**src/rtl/matriz_max7219.sv**
```systemverilog
// MAX7219 8x8 LED matrix driver: sends the 5-word init sequence after reset,
// then one 8-row frame per accepted MTX_START, over a bit-banged 3-wire link.
module matriz_max7219 #(
  parameter int DATAWIDTH_BUS = 8,
  parameter int CLKDIV        = 4,
  parameter int INTENSITY     = 8
) (
  input  logic                     MTX_CLOCK,
  input  logic                     MTX_RESET,
  input  logic [DATAWIDTH_BUS-1:0] MTX_7_IN,
  input  logic [DATAWIDTH_BUS-1:0] MTX_6_IN,
  input  logic [DATAWIDTH_BUS-1:0] MTX_5_IN,
  input  logic [DATAWIDTH_BUS-1:0] MTX_4_IN,
  input  logic [DATAWIDTH_BUS-1:0] MTX_3_IN,
  input  logic [DATAWIDTH_BUS-1:0] MTX_2_IN,
  input  logic [DATAWIDTH_BUS-1:0] MTX_1_IN,
  input  logic [DATAWIDTH_BUS-1:0] MTX_0_IN,
  input  logic                     MTX_START,
  output logic                     MTX_DIN,
  output logic                     MTX_SCLK,
  output logic                     MTX_LOAD,
  output logic                     MTX_BUSY,
  output logic                     MTX_DONE
);

  typedef enum logic [1:0] {
    INIT  = 2'd0,
    IDLE  = 2'd1,
    SHIFT = 2'd2,
    GAP   = 2'd3
  } state_t;

  localparam logic [7:0] DIV_LAST = 8'(CLKDIV - 1);

  function automatic logic [15:0] init_word(input logic [2:0] idx);
    case (idx)
      3'd0:    init_word = 16'h0C01;
      3'd1:    init_word = 16'h0900;
      3'd2:    init_word = {8'h0A, 4'h0, 4'(INTENSITY)};
      3'd3:    init_word = 16'h0B07;
      3'd4:    init_word = 16'h0F00;
      default: init_word = 16'h0000;
    endcase
  endfunction

  logic [DATAWIDTH_BUS-1:0] w_in_rows [8];
  assign w_in_rows[0] = MTX_0_IN;
  assign w_in_rows[1] = MTX_1_IN;
  assign w_in_rows[2] = MTX_2_IN;
  assign w_in_rows[3] = MTX_3_IN;
  assign w_in_rows[4] = MTX_4_IN;
  assign w_in_rows[5] = MTX_5_IN;
  assign w_in_rows[6] = MTX_6_IN;
  assign w_in_rows[7] = MTX_7_IN;

  state_t                   r_state, w_state;
  logic [7:0]               r_div, w_div;
  logic                     r_half, w_half;
  logic [3:0]               r_bit, w_bit;
  logic [2:0]               r_word, w_word;
  logic                     r_init, w_init;
  logic [15:0]              r_shreg, w_shreg;
  logic [DATAWIDTH_BUS-1:0] r_rows [8];
  logic                     w_snap, w_done, w_last;
  logic [2:0]               w_word_inc;
  logic                     r_din, r_sclk, r_load, r_busy, r_done;

  assign w_word_inc = r_word + 3'd1;
  assign w_last     = r_init ? (r_word == 3'd4) : (r_word == 3'd7);

  // Next-state logic: half-period divider, bit/word counters and shift register
  always_comb begin
    w_state = r_state;
    w_div   = r_div;
    w_half  = r_half;
    w_bit   = r_bit;
    w_word  = r_word;
    w_init  = r_init;
    w_shreg = r_shreg;
    w_snap  = 1'b0;
    w_done  = 1'b0;
    case (r_state)
      INIT: begin
        w_state = SHIFT;
        w_init  = 1'b1;
        w_word  = 3'd0;
        w_div   = 8'd0;
        w_half  = 1'b0;
        w_bit   = 4'd0;
        w_shreg = init_word(3'd0);
      end
      IDLE: begin
        if (MTX_START) begin
          w_state = SHIFT;
          w_init  = 1'b0;
          w_word  = 3'd0;
          w_div   = 8'd0;
          w_half  = 1'b0;
          w_bit   = 4'd0;
          w_snap  = 1'b1;
          w_shreg = {8'h01, 8'(w_in_rows[0])};
        end else begin
          w_state = IDLE;
        end
      end
      SHIFT: begin
        if (r_div == DIV_LAST) begin
          w_div = 8'd0;
          if (!r_half) begin
            w_half = 1'b1;
          end else begin
            w_half = 1'b0;
            if (r_bit == 4'd15) begin
              w_bit   = 4'd0;
              w_state = GAP;
            end else begin
              w_bit   = r_bit + 4'd1;
              w_shreg = {r_shreg[14:0], 1'b0};
            end
          end
        end else begin
          w_div = r_div + 8'd1;
        end
      end
      GAP: begin
        if (r_div == DIV_LAST) begin
          w_div = 8'd0;
          if (!r_half) begin
            w_half = 1'b1;
          end else begin
            w_half = 1'b0;
            if (w_last) begin
              w_state = IDLE;
              w_done  = !r_init;
            end else begin
              w_state = SHIFT;
              w_word  = w_word_inc;
              if (r_init) begin
                w_shreg = init_word(w_word_inc);
              end else begin
                w_shreg = {8'({1'b0, w_word_inc} + 4'd1), 8'(r_rows[w_word_inc])};
              end
            end
          end
        end else begin
          w_div = r_div + 8'd1;
        end
      end
      default: begin
        w_state = INIT;
      end
    endcase
  end

  // State, snapshot and output registers; outputs decode the next state so
  // they line up with the state they describe
  always_ff @(posedge MTX_CLOCK or posedge MTX_RESET) begin
    if (MTX_RESET) begin
      r_state <= INIT;
      r_div   <= 8'd0;
      r_half  <= 1'b0;
      r_bit   <= 4'd0;
      r_word  <= 3'd0;
      r_init  <= 1'b0;
      r_shreg <= 16'h0000;
      for (int i = 0; i < 8; i++) r_rows[i] <= '0;
      r_din   <= 1'b0;
      r_sclk  <= 1'b0;
      r_load  <= 1'b1;
      r_busy  <= 1'b1;
      r_done  <= 1'b0;
    end else begin
      r_state <= w_state;
      r_div   <= w_div;
      r_half  <= w_half;
      r_bit   <= w_bit;
      r_word  <= w_word;
      r_init  <= w_init;
      r_shreg <= w_shreg;
      if (w_snap) r_rows <= w_in_rows;
      r_din   <= (w_state == SHIFT) && w_shreg[15];
      r_sclk  <= (w_state == SHIFT) && w_half;
      r_load  <= (w_state != SHIFT);
      r_busy  <= (w_state != IDLE);
      r_done  <= w_done;
    end
  end

  assign MTX_DIN  = r_din;
  assign MTX_SCLK = r_sclk;
  assign MTX_LOAD = r_load;
  assign MTX_BUSY = r_busy;
  assign MTX_DONE = r_done;

endmodule

```
**config.mk**
```make
export PLATFORM = sky130hd
export DESIGN_NAME = matriz_max7219
export DESIGN_NICKNAME = d
export VERILOG_FILES = /design/src/rtl/matriz_max7219.sv
export SDC_FILE = /design/constraint.sdc
export NUM_CORES = 1
export LEC_CHECK = 0
export ABC_AREA = 1
export CORE_MARGIN = 2
export CORE_UTILIZATION = 59
export CTS_BUF_LIST = sky130_fd_sc_hd__clkbuf_16
export DETAILED_ROUTE_END_ITERATION = 16
export GPL_ROUTABILITY_DRIVEN = 0
export GPL_TIMING_DRIVEN = 1
export PLACE_DENSITY = 0.85
export SETUP_SLACK_MARGIN = 0.4
export SYNTH_ARGS = -nofsm -noshare
export SYNTH_HDL_FRONTEND = slang
export SYNTH_SLANG_ARGS = --single-unit
```
**constraint.sdc**
```tcl
create_clock -name MTX_CLOCK -period 7.8 [get_ports MTX_CLOCK]
set_input_delay 1.56 -clock MTX_CLOCK [delete_from_list [all_inputs] [get_ports MTX_CLOCK]]
set_output_delay 1.56 -clock MTX_CLOCK [all_outputs]
set_load 0.01 [all_outputs]
```
==> results.yml, run 1 <==
clock_network:
  insertion_delay_ns: 0.35
  cts-root-buf: "clkbuf_16"
  clock_path_buffers: 2
  cts.repair.resized: 0
  htree_levels: 3
  clk_pin_slew_ns: 0.07
  clock_sinks: 104
  cts-buffers-inserted: 9
  hold_buffers: 0
  postCtsSetupBuffers: 0
  cts_tree: "built"
setup_path:
  required_ns: 8.08
  critical-path-top-delay-family: "buffers and inverters"
  worstRegToRegCells: 11
  r2r_start: "r_word[0]$_DFFE_PP0P_"
  crit_fanout: 86
  reg2reg_slack_ns: 4.59
  critPathKind: "input port to flop"
  crit_path_start_kind: "input port"
  critPathCaptureType: "flop"
  critPathBufInv: 2
  cp_slowest_stage_delay_ns: 1.11
  arrival_ns: 4.24
  crit_chain: "clkdlybuf4s50_1 -> nand2_2 -> inv_2 -> nand2_1 -> nand2_1 -> nand3b_1"
  cpMaxStageDelayCell: "inv_2"
  rr_endpoint: "r_shreg[5]$_DFFE_PP0P_"
  crit_path_frequent_cell: "nand2_1"
finish:
  drive_above_1_share_pct: 6.24
  multi_input_area_mm2: 0.00232
  final_cells: 877
  seqCellArea_mm2: 0.00261
  diodes: 0
  final_nets: 839
  fillCellCount: 708
  synthToLayoutAreaGrowth_pct: 19.5
global_routing:
  use_met1_pct: 34.0
  met2_usage_pct: 50.0
  grt_util_all_layers_pct: 28.2
  antenna_found_initial: 0
  grt_max_degree: 87
  grt-busiest-layer: "met2"
  grt_pass1_vias: 4877
  overflow: 0
  met3_usage_pct: 5.89
  grt_pass1_wl_mm: 22.2
floorplan:
  dieArea_mm2: 0.00972
  rows: 34
  fp.dieW_um: 98.6
  io_pins: 72
  start_util_pct: 60.6
  core_mm2: 0.00872
  die_y_um: 98.6
detailed_routing:
  drt-wirelength-per-cell_um: 14.7
  wl_mm: 12.9
  dr.pass1.iters: 5
  ant_nets: 0
  drc_errors: 0
  drtIter0Drc: 345
  viasPerCell: 5.52
  routed-via-count: 4843
synth:
  synth_top_flop_cell: "dfrtp_1"
  avgSynthCellArea_um2: 7.45
  synth_top_area_share_pct: 48.3
  ys_types: 30
  yosysWarnings: 0
  ys_seq_area_share_pct: 49.3
  ys_top_cells_by_count: "319 x nand2_1, 102 x dfrtp_1, 50 x nor2_1, 45 x inv_1, 45 x o21ai_0"
  ys_ff_latch: 104
  syn-instance-count: 709
  syn-num-nets: 784
  synth.area.top_cells: "dfrtp_1 48%, nand2_1 23%, o21ai_0 4.3%, nand3_1 3.6%, nor2_1 3.6%"
  yosysMostFrequentCell: "nand2_1"
  synth_top_area_cell: "dfrtp_1"
  synthArstFlopShare_pct: 100
  synth_area_mm2: 0.00528
  synth_edf_count: 0
run_status:
  outcome: "finished, final reports clean"
place:
  dpl.hpwl_mm: 8.81
  dp.cells: 861
  io_buffers: 71
pwr:
  powerDensity_mw_per_mm2: 219
  power_leakage_nw: 3.20
  peakVddDrop_uv: 128
sta:
  finalMaxSlewViolations: 0
  fin_crit_ns: 3.95
  period_share_pct: 50.7
  skew_ns: 0.00462
  timing.fmax_mhz: 253
  setup_viol: 0
  hold_viol_final: 0
  worst_pin_slew_ns: 1.20
  final.setup.tns_ns: 0
  relSlewSlack_pct: 20.0
  rsz0062_at_grt: "no"
run:
  maxCapViolCount: 0
worst_hold_path:
  worstHoldEndpoint: "r_shreg[13]$_DFFE_PP0P_"
  hold_start: "r_shreg[13]$_DFFE_PP0P_"
  hold_path_class: "flop to flop"
  min_delay_path_depth: 2
-- per-stage QoR --
| stage | total power (W) | util, % | area [um2] | worst slack [ns] | hold WS [ns] |
|---|---|---|---|---|---|
| after floorplan | 0.000820 | - | 5280 | 3.51 | 0.442 |
| after global placement | 0.000894 | 68.8 | 6000 | 3.65 | 0.456 |
| after detailed placement | 0.000913 | 68.8 | 6000 | 3.52 | 0.463 |
| after CTS | 0.00139 | 72.4 | 6310 | 3.89 | 0.481 |
| after global routing | 0.00145 | 72.4 | 6310 | 3.63 | 0.498 |
| final | 0.00138 | 72.4 | 6310 | 3.85 | 0.477 |
-- where the power goes --
group | total [W] | internal [W] | leakage (nW) | switching [W]
Combinational | 0.000255 | 0.000103 | 1.73 | 0.000151
Sequential | 0.000654 | 0.000601 | 1.31 | 0.0000522
Clock | 0.000474 | 0.000257 | 0.154 | 0.000217
Total | 0.00138 | 0.000962 | 3.20 | 0.000421
-- worst max-delay path by stage --
stage | cells after the start | endpoint | start
floorplan | 1 | MTX_DIN$_DFF_PP0_ | MTX_RESET
global placement | 7 | r_shreg[2]$_DFFE_PP0P_ | MTX_START
detailed placement | 7 | r_shreg[3]$_DFFE_PP0P_ | MTX_START
CTS | 7 | r_shreg[3]$_DFFE_PP0P_ | MTX_START
global route | 6 | r_shreg[4]$_DFFE_PP0P_ | MTX_START
finish | 6 | r_shreg[4]$_DFFE_PP0P_ | MTX_START
-- state kept, by name (all words and copies together), names as in the netlist --
signal and cells:
r_state 2, MTX_BUSY 1, r_rows 64, r_div 8
r_init 1, r_half 1, r_word 3, r_bit 4
MTX_SCLK 1, MTX_DONE 1, r_shreg 16, MTX_LOAD 1
MTX_DIN 1
-- routing by layer --
layer | wire length, um | part of all wire (%) | up-vias
met3 | 754 | 5.9 | 37
met2 | 6770 | 53 | 184
met4 | 328 | 2.6 | 0
met1 | 5000 | 39 | 2296
met5 | 0 | 0 | -
li1 | - | - | 2326
-- layout make-up --
type | instances | area share (%)
inverter | 55 | 3.31
sequential | 104 | 41.3
tap | 108 | 2.14
timing repair buffer | 73 | 11.5
clock buffer | 9 | 3.57
clock inverter | 7 | 1.39
multi-input combinational | 521 | 36.8
-- kinds of logic (layout without fill, tap and decap cells) --
| logic type | after synthesis | in the layout | synth area share, % |
|---|---|---|---|
| AO/OA/AOI/OAI | 70 | 70 | 7.27 |
| XOR/XNOR | 3 | 3 | 0.498 |
| flip-flops | 104 | 104 | 49.3 |
| buffers and inverters | 84 | 144 | 6.70 |
| multiplexers | 1 | 1 | 0.213 |
| AND/OR/NAND/NOR | 439 | 439 | 34.1 |
| adder cells (fa/ha/maj) | 8 | 8 | 1.90 |
-- cells in the final DEF, fill, tap and decap left out, types with 2 or more instances in the layout --
cell type and n:
nor3_1 6, clkbuf_16 9, a21oi_1 9, inv_6 2
clkinv_4 2, nor2_4 3, nand3_1 38, buf_4 2
nand3_2 2, nand2_1 319, inv_2 9, nor2_1 50
or2_2 2, xor2_1 3, ha_1 8, nand2_2 6
inv_1 44, o21ai_0 45, nand3b_1 4, nor2_2 3
clkdlybuf4s50_1 71, dfstp_2 2, o211ai_1 13, nand4_1 5
dfrtp_1 102, inv_8 2, o21ai_1 2
-- worst register-to-register path: stages, from the launching register on --
cell and delay (ns):
dfrtp_1 0.34, buf_4 0.45, inv_2 0.32, ha_1 0.86
inv_1 0.44, nor2_1 0.23, nand2_1 0.07, nand2_1 0.07
nand2_1 0.06, nand2_1 0.09, nand3_1 0.11, nand3b_1 0.12
Power figures use the tool's default switching activity.
==> run 2, diff against run 1 <==
- CORE_UTILIZATION: 59 -> 55
- PLACE_DENSITY: 0.85 -> 0.8
- clock period: 7.8 -> 3.9 ns (I/O delays scaled with it)
==> results.yml, run 2 (same netlist as run 1, synthesis figures left out) <==
run_status:
  outcome: "finished, final reports clean"
floorplan:
  fp.dieW_um: 102
  io_pins: 72
  dieArea_mm2: 0.0104
  core_mm2: 0.00928
  rows: 35
  start_util_pct: 56.9
  die_y_um: 102
sta:
  skew_ns: 0.0109
  rsz0062_at_grt: "no"
  period_share_pct: 74.9
  finalMaxSlewViolations: 0
  worst_pin_slew_ns: 0.820
  final.setup.tns_ns: 0
  fin_crit_ns: 2.92
  hold_viol_final: 0
  setup_viol: 0
  relSlewSlack_pct: 45.2
  timing.fmax_mhz: 342
setup_path:
  arrival_ns: 3.20
  critPathCaptureType: "flop"
  required_ns: 4.18
  crit_path_start_kind: "flop"
  crit_fanout: 23
  critPathKind: "flop to flop"
pwr:
  powerDensity_mw_per_mm2: 435
  p_sw_w: 0.000842
  p_sw_share_pct: 30.3
  combPwrFrac_pct: 18.2
  seq_power_share_pct: 47.1
  power_leakage_nw: 3.22
  p_int_w: 0.00193
  peakVddDrop_uv: 278
  p_clk_share_pct: 34.7
clock_network:
  hold_buffers: 0
  clock_path_buffers: 2
  postCtsSetupBuffers: 0
  cts-root-buf: "clkbuf_16"
  clock_sinks: 104
  cts_tree: "built"
  cts-buffers-inserted: 9
  insertion_delay_ns: 0.35
  cts.repair.resized: 0
  htree_levels: 3
  clk_pin_slew_ns: 0.07
finish:
  final_cell_mix: "319 x nand2_1, 102 x dfrtp_1, 71 x clkdlybuf4s50_1"
  final_nets: 843
  synthToLayoutAreaGrowth_pct: 20.9
  diodes: 0
  top_register: "r_rows"
  largest_reg_flops: 64
  layout_commonest_cell: "nand2_1"
  drive_above_1_share_pct: 6.73
  final_core_util_pct: 68.8
  fillCellCount: 797
  top_regs: "r_rows (64), r_shreg (16), r_div (8)"
global_routing:
  grt_pass1_wl_mm: 21.9
  grt_pass1_vias: 4716
  overflow: 0
  antenna_found_initial: 0
  grt_max_degree: 55
  grt_util_all_layers_pct: 26.7
run:
  maxCapViolCount: 0
detailed_routing:
  wl_mm: 12.7
  drtIter0Drc: 234
  viasPerCell: 5.27
  routed-via-count: 4757
  dr.pass1.iters: 5
  drt-wirelength-per-cell_um: 14.1
  ant_nets: 0
  drc_errors: 0
place:
  dpl.hpwl_mm: 9.41
  io_buffers: 71
worst_hold_path:
  hold_path_class: "flop to flop"
==> run 2: cell types whose count changed in the layout (fill, tap and decap cells not counted), sizes merged <==
cell,previous run,this run
inv,58,59
clkinv,3,1
clkinvlp,0,1
buf,2,6
==> run 2: layer usage <==
metal / vias to the layer above / global-route usage (%) / wire (um)
met3: 31 / 4.72 / 646
li1: 2337 / - / -
met1: 2234 / 33.5 / 5360
met4: 0 / 11.0 / 408
met5: - / 0 / 0
met2: 155 / 46.1 / 6330
==> run 2: path summary, 6_finish.rpt <==
check | start | to | slack (ns) | cells after the start
max | r_word[0]$_DFFE_PP0P_ | r_shreg[0]$_DFFE_PP0P_ | 0.98 | 10
min | r_shreg[13]$_DFFE_PP0P_ | r_shreg[13]$_DFFE_PP0P_ | 0.48 | 2
max reg2reg | r_word[0]$_DFFE_PP0P_ | r_shreg[0]$_DFFE_PP0P_ | 0.98 | 10
min reg2reg | r_shreg[13]$_DFFE_PP0P_ | r_shreg[13]$_DFFE_PP0P_ | 0.48 | 2
max in group asynchronous | MTX_RESET | r_rows[12]$_DFFE_PP0P_ | 2.25 | 3
min in group asynchronous | MTX_RESET | r_rows[48]$_DFFE_PP0P_ | 0.93 | 2
==> run 2: worst max-delay path, cell delays in order, from the launching register on <==
cell and delay, ns:
dfrtp_1 0.74, inv_2 0.29, ha_1 0.81, inv_1 0.38
nand3_1 0.18, nand2_1 0.07, nand2_1 0.06, nand3_1 0.09
nand2_1 0.10, nor2_1 0.05, nor2_1 0.08
==> run 2: area by class of cell <==
| type | count | area, um2 | area share [%] |
|---|---|---|---|
| clock buffer | 9 | 225 | 3.53 |
| clock inverter | 7 | 92.6 | 1.45 |
| inverter | 55 | 210 | 3.29 |
| multi-input combinational | 521 | 2320 | 36.4 |
| sequential | 104 | 2610 | 40.8 |
| tap | 129 | 161 | 2.53 |
| timing repair buffer | 77 | 768 | 12.0 |
==> run 2: power groups by stage <==
stage | Sequential, W | Clock (W) | Combinational (W)
after detailed placement | 0.00133 | 0 | 0.000500
after floorplan | 0.00129 | 0 | 0.000352
after global routing | 0.00132 | 0.00102 | 0.000574
after global placement | 0.00132 | 0 | 0.000477
after CTS | 0.00131 | 0.000978 | 0.000505
final | 0.00131 | 0.000963 | 0.000504
==> run 2: stage by stage <==
stage | power, W | cell area (um2) | hold WS [ns] | setup slack, ns | cells
detailed placement | 0.00183 | 6070 | 0.459 | 1.02 | 886
finish | 0.00278 | 6380 | 0.478 | 0.979 | 902
global route | 0.00292 | 6380 | 0.509 | 0.684 | 902
floorplan | 0.00164 | 5290 | 0.442 | 1.87 | 709
CTS | 0.00279 | 6380 | 0.478 | 1.01 | 902
global placement | 0.00180 | 6070 | 0.457 | 1.21 | 886
==> variant 1: new RTL, settings of run 2 <==
Re-encode `state_t` (4 states) as one-hot, 4 bits wide.
--- a/src/rtl/matriz_max7219.sv
+++ b/src/rtl/matriz_max7219.sv
@@ -24,9 +24,9 @@
 );
 
-  typedef enum logic [1:0] {
-    INIT  = 2'd0,
-    IDLE  = 2'd1,
-    SHIFT = 2'd2,
-    GAP   = 2'd3
+  typedef enum logic [3:0] {
+    INIT  = 4'b0001,
+    IDLE  = 4'b0010,
+    SHIFT = 4'b0100,
+    GAP   = 4'b1000
   } state_t;
 
Function: same outputs for any inputs over 10 cycles, from zero or initial values and one cycle with MTX_RESET high; not proved beyond that.
==> variant 1 against run 2 <==
- worst setup slack better by 0.33 ns
- highest routed layer unchanged
- final area up 3.0%
- wire length about the same
- synthesized area up 3.4%
- critical path type unchanged
- sequential cell count up 2
- hold slack worse by 0.0021 ns
Power is not compared: it rests on default switching activity, and its combinational part moved more than twofold at a synthesized area within 25%.
==> variant 1: results <==
metrics = {
    "clock_tree": {
        "cts.clk_slew.worst_paths_ns": 0.07,
        "numCtsBuffers": 9,
        "post_cts_resized": 0,
        "clk_latency_ns": 0.36,
        "cts_root_buffer": "clkbuf_16",
    },
    "critical_path": {
        "r2r_start": "r_word[1]$_DFFE_PP0P_",
        "max_stage_delay_ns": 0.58,
        "r2r_setup_slack_ns": 1.31,
        "crit_fanout": 14,
        "crit_arrival_ns": 2.84,
        "ff2ff_path_depth": 10,
    },
    "grt": {
        "grt_pass1_wl_um": 21500,
        "grt_use_met3": 0.0422,
        "grt_pass1_vias": 4813,
        "antenna_found_initial": 0,
        "met2_usage": 0.422,
        "grt_max_degree": 79,
        "grt_usage": 0.244,
        "grtUsageMet1": 0.305,
    },
    "final_layout": {
        "drive_gt1_frac": 0.0717,
        "fill_cells": 808,
        "nNetsFinal": 865,
    },
    "detailed_routing": {
        "top_layer": "met4",
        "wl_met1_um": 5390,
        "drtIter0Drc": 293,
        "post_drt_wl_per_cell_um": 13.7,
        "num_vias": 4858,
        "wl_met2_um": 6390,
        "wl_um": 12700,
        "wl_met3_um": 659,
        "drt_pass1_iterations": 5,
    },
    "logic_synthesis": {
        "synthTopCellsByCount": "323 x nand2_1, 103 x dfrtp_1, 54 x nor2_1",
        "postSynthCellCount": 733,
        "synth_area_leaders": "dfrtp_1 47%, nand2_1 22%, o21ai_0 4.4%",
        "syn_nets": 808,
        "synth_cell_types": 34,
        "ys_seq_area_frac": 0.486,
    },
    "placed_design": {
        "postPlaceCellArea_um2": 6240,
        "place_inst": 912,
        "place_ws_ns": 1.25,
        "place_hpwl_um": 9070,
        "port_buffers": 71,
    },
    "timing": {
        "slew_headroom": 0.560,
        "worst_hold_slack_ns": 0.476,
        "period_share": 0.664,
        "skew_ns": 0.00933,
    },
    "min_path": {
        "hold_end": "r_rows[50]$_DFFE_PP0P_",
        "hold_start": "r_rows[50]$_DFFE_PP0P_",
        "hp-class": "flip-flop to flip-flop",
    },
    "status": {
        "status": "finished, final reports clean",
    },
}
-- variant 1: cell count changes in the layout (fill, tap and decap cells not counted), sizes merged, moves of 2 or more --
cell	before	now
o21ai	47	49
nand4	5	3
nand3	40	47
inv	59	57
nor3	6	4
nand2	326	330
nor2	56	66
nand3b	4	0
a21oi	9	21
or2	2	0
o211ai	13	7
-- variant 1: area by class of cell --
cell class | instances | area, µm² | area share
Clock buffer | 9 | 225 | 0.0343
Clock inverter | 7 | 106 | 0.0162
Inverter | 55 | 215 | 0.0327
Multi-Input combinational cell | 542 | 2440 | 0.372
Sequential cell | 106 | 2660 | 0.404
Tap cell | 133 | 166 | 0.0253
Timing Repair Buffer | 76 | 761 | 0.116
-- variant 1: logic make-up after synthesis --
group	Yosys count	share of synthesized area
AO/OA/AOI/OAI	81	0.0813
XOR/XNOR	2	0.00321
adder cells (fa/ha/maj)	8	0.0183
buffers and inverters	85	0.0673
flip-flops	106	0.486
AND/OR/NAND/NOR	451	0.344
==> variant 2: new RTL, settings of run 2 <==
Without the edit above. Change the parameter `DATAWIDTH_BUS` from 8 to 6.
--- a/src/rtl/matriz_max7219.sv
+++ b/src/rtl/matriz_max7219.sv
@@ -2,5 +2,5 @@
 // then one 8-row frame per accepted MTX_START, over a bit-banged 3-wire link.
 module matriz_max7219 #(
-  parameter int DATAWIDTH_BUS = 8,
+  parameter int DATAWIDTH_BUS = 6,
   parameter int CLKDIV        = 4,
   parameter int INTENSITY     = 8
Interface: changed (8 resized); port bits go from 72 to 56. The function was not compared with the original's and may differ.
==> variant 2 against run 2 <==
- sequential cell count fell by 16
- synthesized area shrank 13%
- synthesized cell count is 18% lower
- first-iteration DRC count up 8.5%
- wire length decreased by 23%
- worst setup slack better by 0.37 ns
- final area shrank 15%
- fmax is 14% higher
- hold slack got worse by 0.0089 ns
- utilization is 1.8 points lower
Power is not compared: it rests on default switching activity, and its combinational part moved more than twofold at a synthesized area within 25%.
==> variant 2: results <==
metrics = {
    "status": {
        "status": "finished, final reports clean",
    },
    "timing": {
        "worst_hold_slack_ns": 0.469,
        "slew_headroom": 0.537,
        "skew_ns": 0.00716,
    },
    "logic_synthesis": {
        "syn_nets": 641,
        "synth_area_leaders": "dfrtp_1 47%, nand2_1 20%, nand3_1 6.2%",
        "synthTopCellsByCount": "240 x nand2_1, 86 x dfrtp_1, 57 x nand3_1",
        "synth_cell_types": 34,
    },
    "placed_design": {
        "place_inst": 724,
    },
    "min_path": {
        "hold_start": "r_rows[5]$_DFFE_PP0P_",
    },
    "final_layout": {
        "largest_register_ffs": 48,
        "reg.largest.list": "r_rows: 48 flops, r_shreg: 16 flops, r_div: 8 flops",
        "nNetsFinal": 689,
        "drive_gt1_frac": 0.110,
    },
    "critical_path": {
        "max_stage_delay_ns": 0.63,
        "r2r_setup_slack_ns": 1.35,
        "ff2ff_path_depth": 11,
        "crit_family": "buffers and inverters",
        "crit_fanout": 36,
        "crit_arrival_ns": 2.82,
    },
    "detailed_routing": {
        "wl_um": 9800,
        "num_vias": 3924,
        "drtIter0Drc": 254,
        "post_drt_wl_per_cell_um": 13.2,
    },
    "grt": {
        "grt_pass1_vias": 3693,
        "grt_usage": 0.235,
    },
}
==> variant 2: tightest hold or removal path, stage by stage (launching register included) <==
cell	delay (ns)
dfrtp_1	0.34
nand2_1	0.05
nand2_1	0.05
==> variant 2: cells by family after synthesis <==
family	after synthesis	share of synthesized area
xor gates and xnor gates	2	0.00383
adders and majority gates	8	0.0219
buffers and inverters	71	0.0730
AOI/OAI and AO/OA	47	0.0549
and+or+nand+nor	366	0.365
DFF	88	0.482
==> variant 2: final cells by class <==
class	instances	area [µm²]	area share
repair buffers	59	581	0.107
clock buffers	9	225	0.0414
flip-flops and latches	88	2200	0.405
inverters	49	188	0.0345
clock inverters	7	72.6	0.0133
well taps	105	131	0.0241
multi-input cells	423	2040	0.375
==> variant 2: routing by layer <==
metal  wire, µm  track usage
met4        154       0.0833
met1       4300        0.301
met3        477       0.0451
met2       4880        0.397
met5          0            0
==> variant 2: worst max-delay path by stage <==
stage / startpoint / endpoint / cells after the start
after floorplan: MTX_RESET / MTX_DIN$_DFF_PP0_ / 1
after global placement: r_word[0]$_DFFE_PP0P_ / r_shreg[0]$_DFFE_PP0P_ / 11
after detailed placement: r_word[0]$_DFFE_PP0P_ / r_shreg[0]$_DFFE_PP0P_ / 11
after CTS: r_word[0]$_DFFE_PP0P_ / r_shreg[0]$_DFFE_PP0P_ / 11
after global routing: r_word[0]$_DFFE_PP0P_ / r_shreg[0]$_DFFE_PP0P_ / 11
final: r_word[0]$_DFFE_PP0P_ / r_shreg[0]$_DFFE_PP0P_ / 11
==> variant 2: power breakdown <==
group          switching (W)  leakage [nW]  internal, W
clock               0.000356         0.141     0.000496
sequential         0.0000150          1.01     0.000939
combinational      0.0000468          1.48    0.0000610
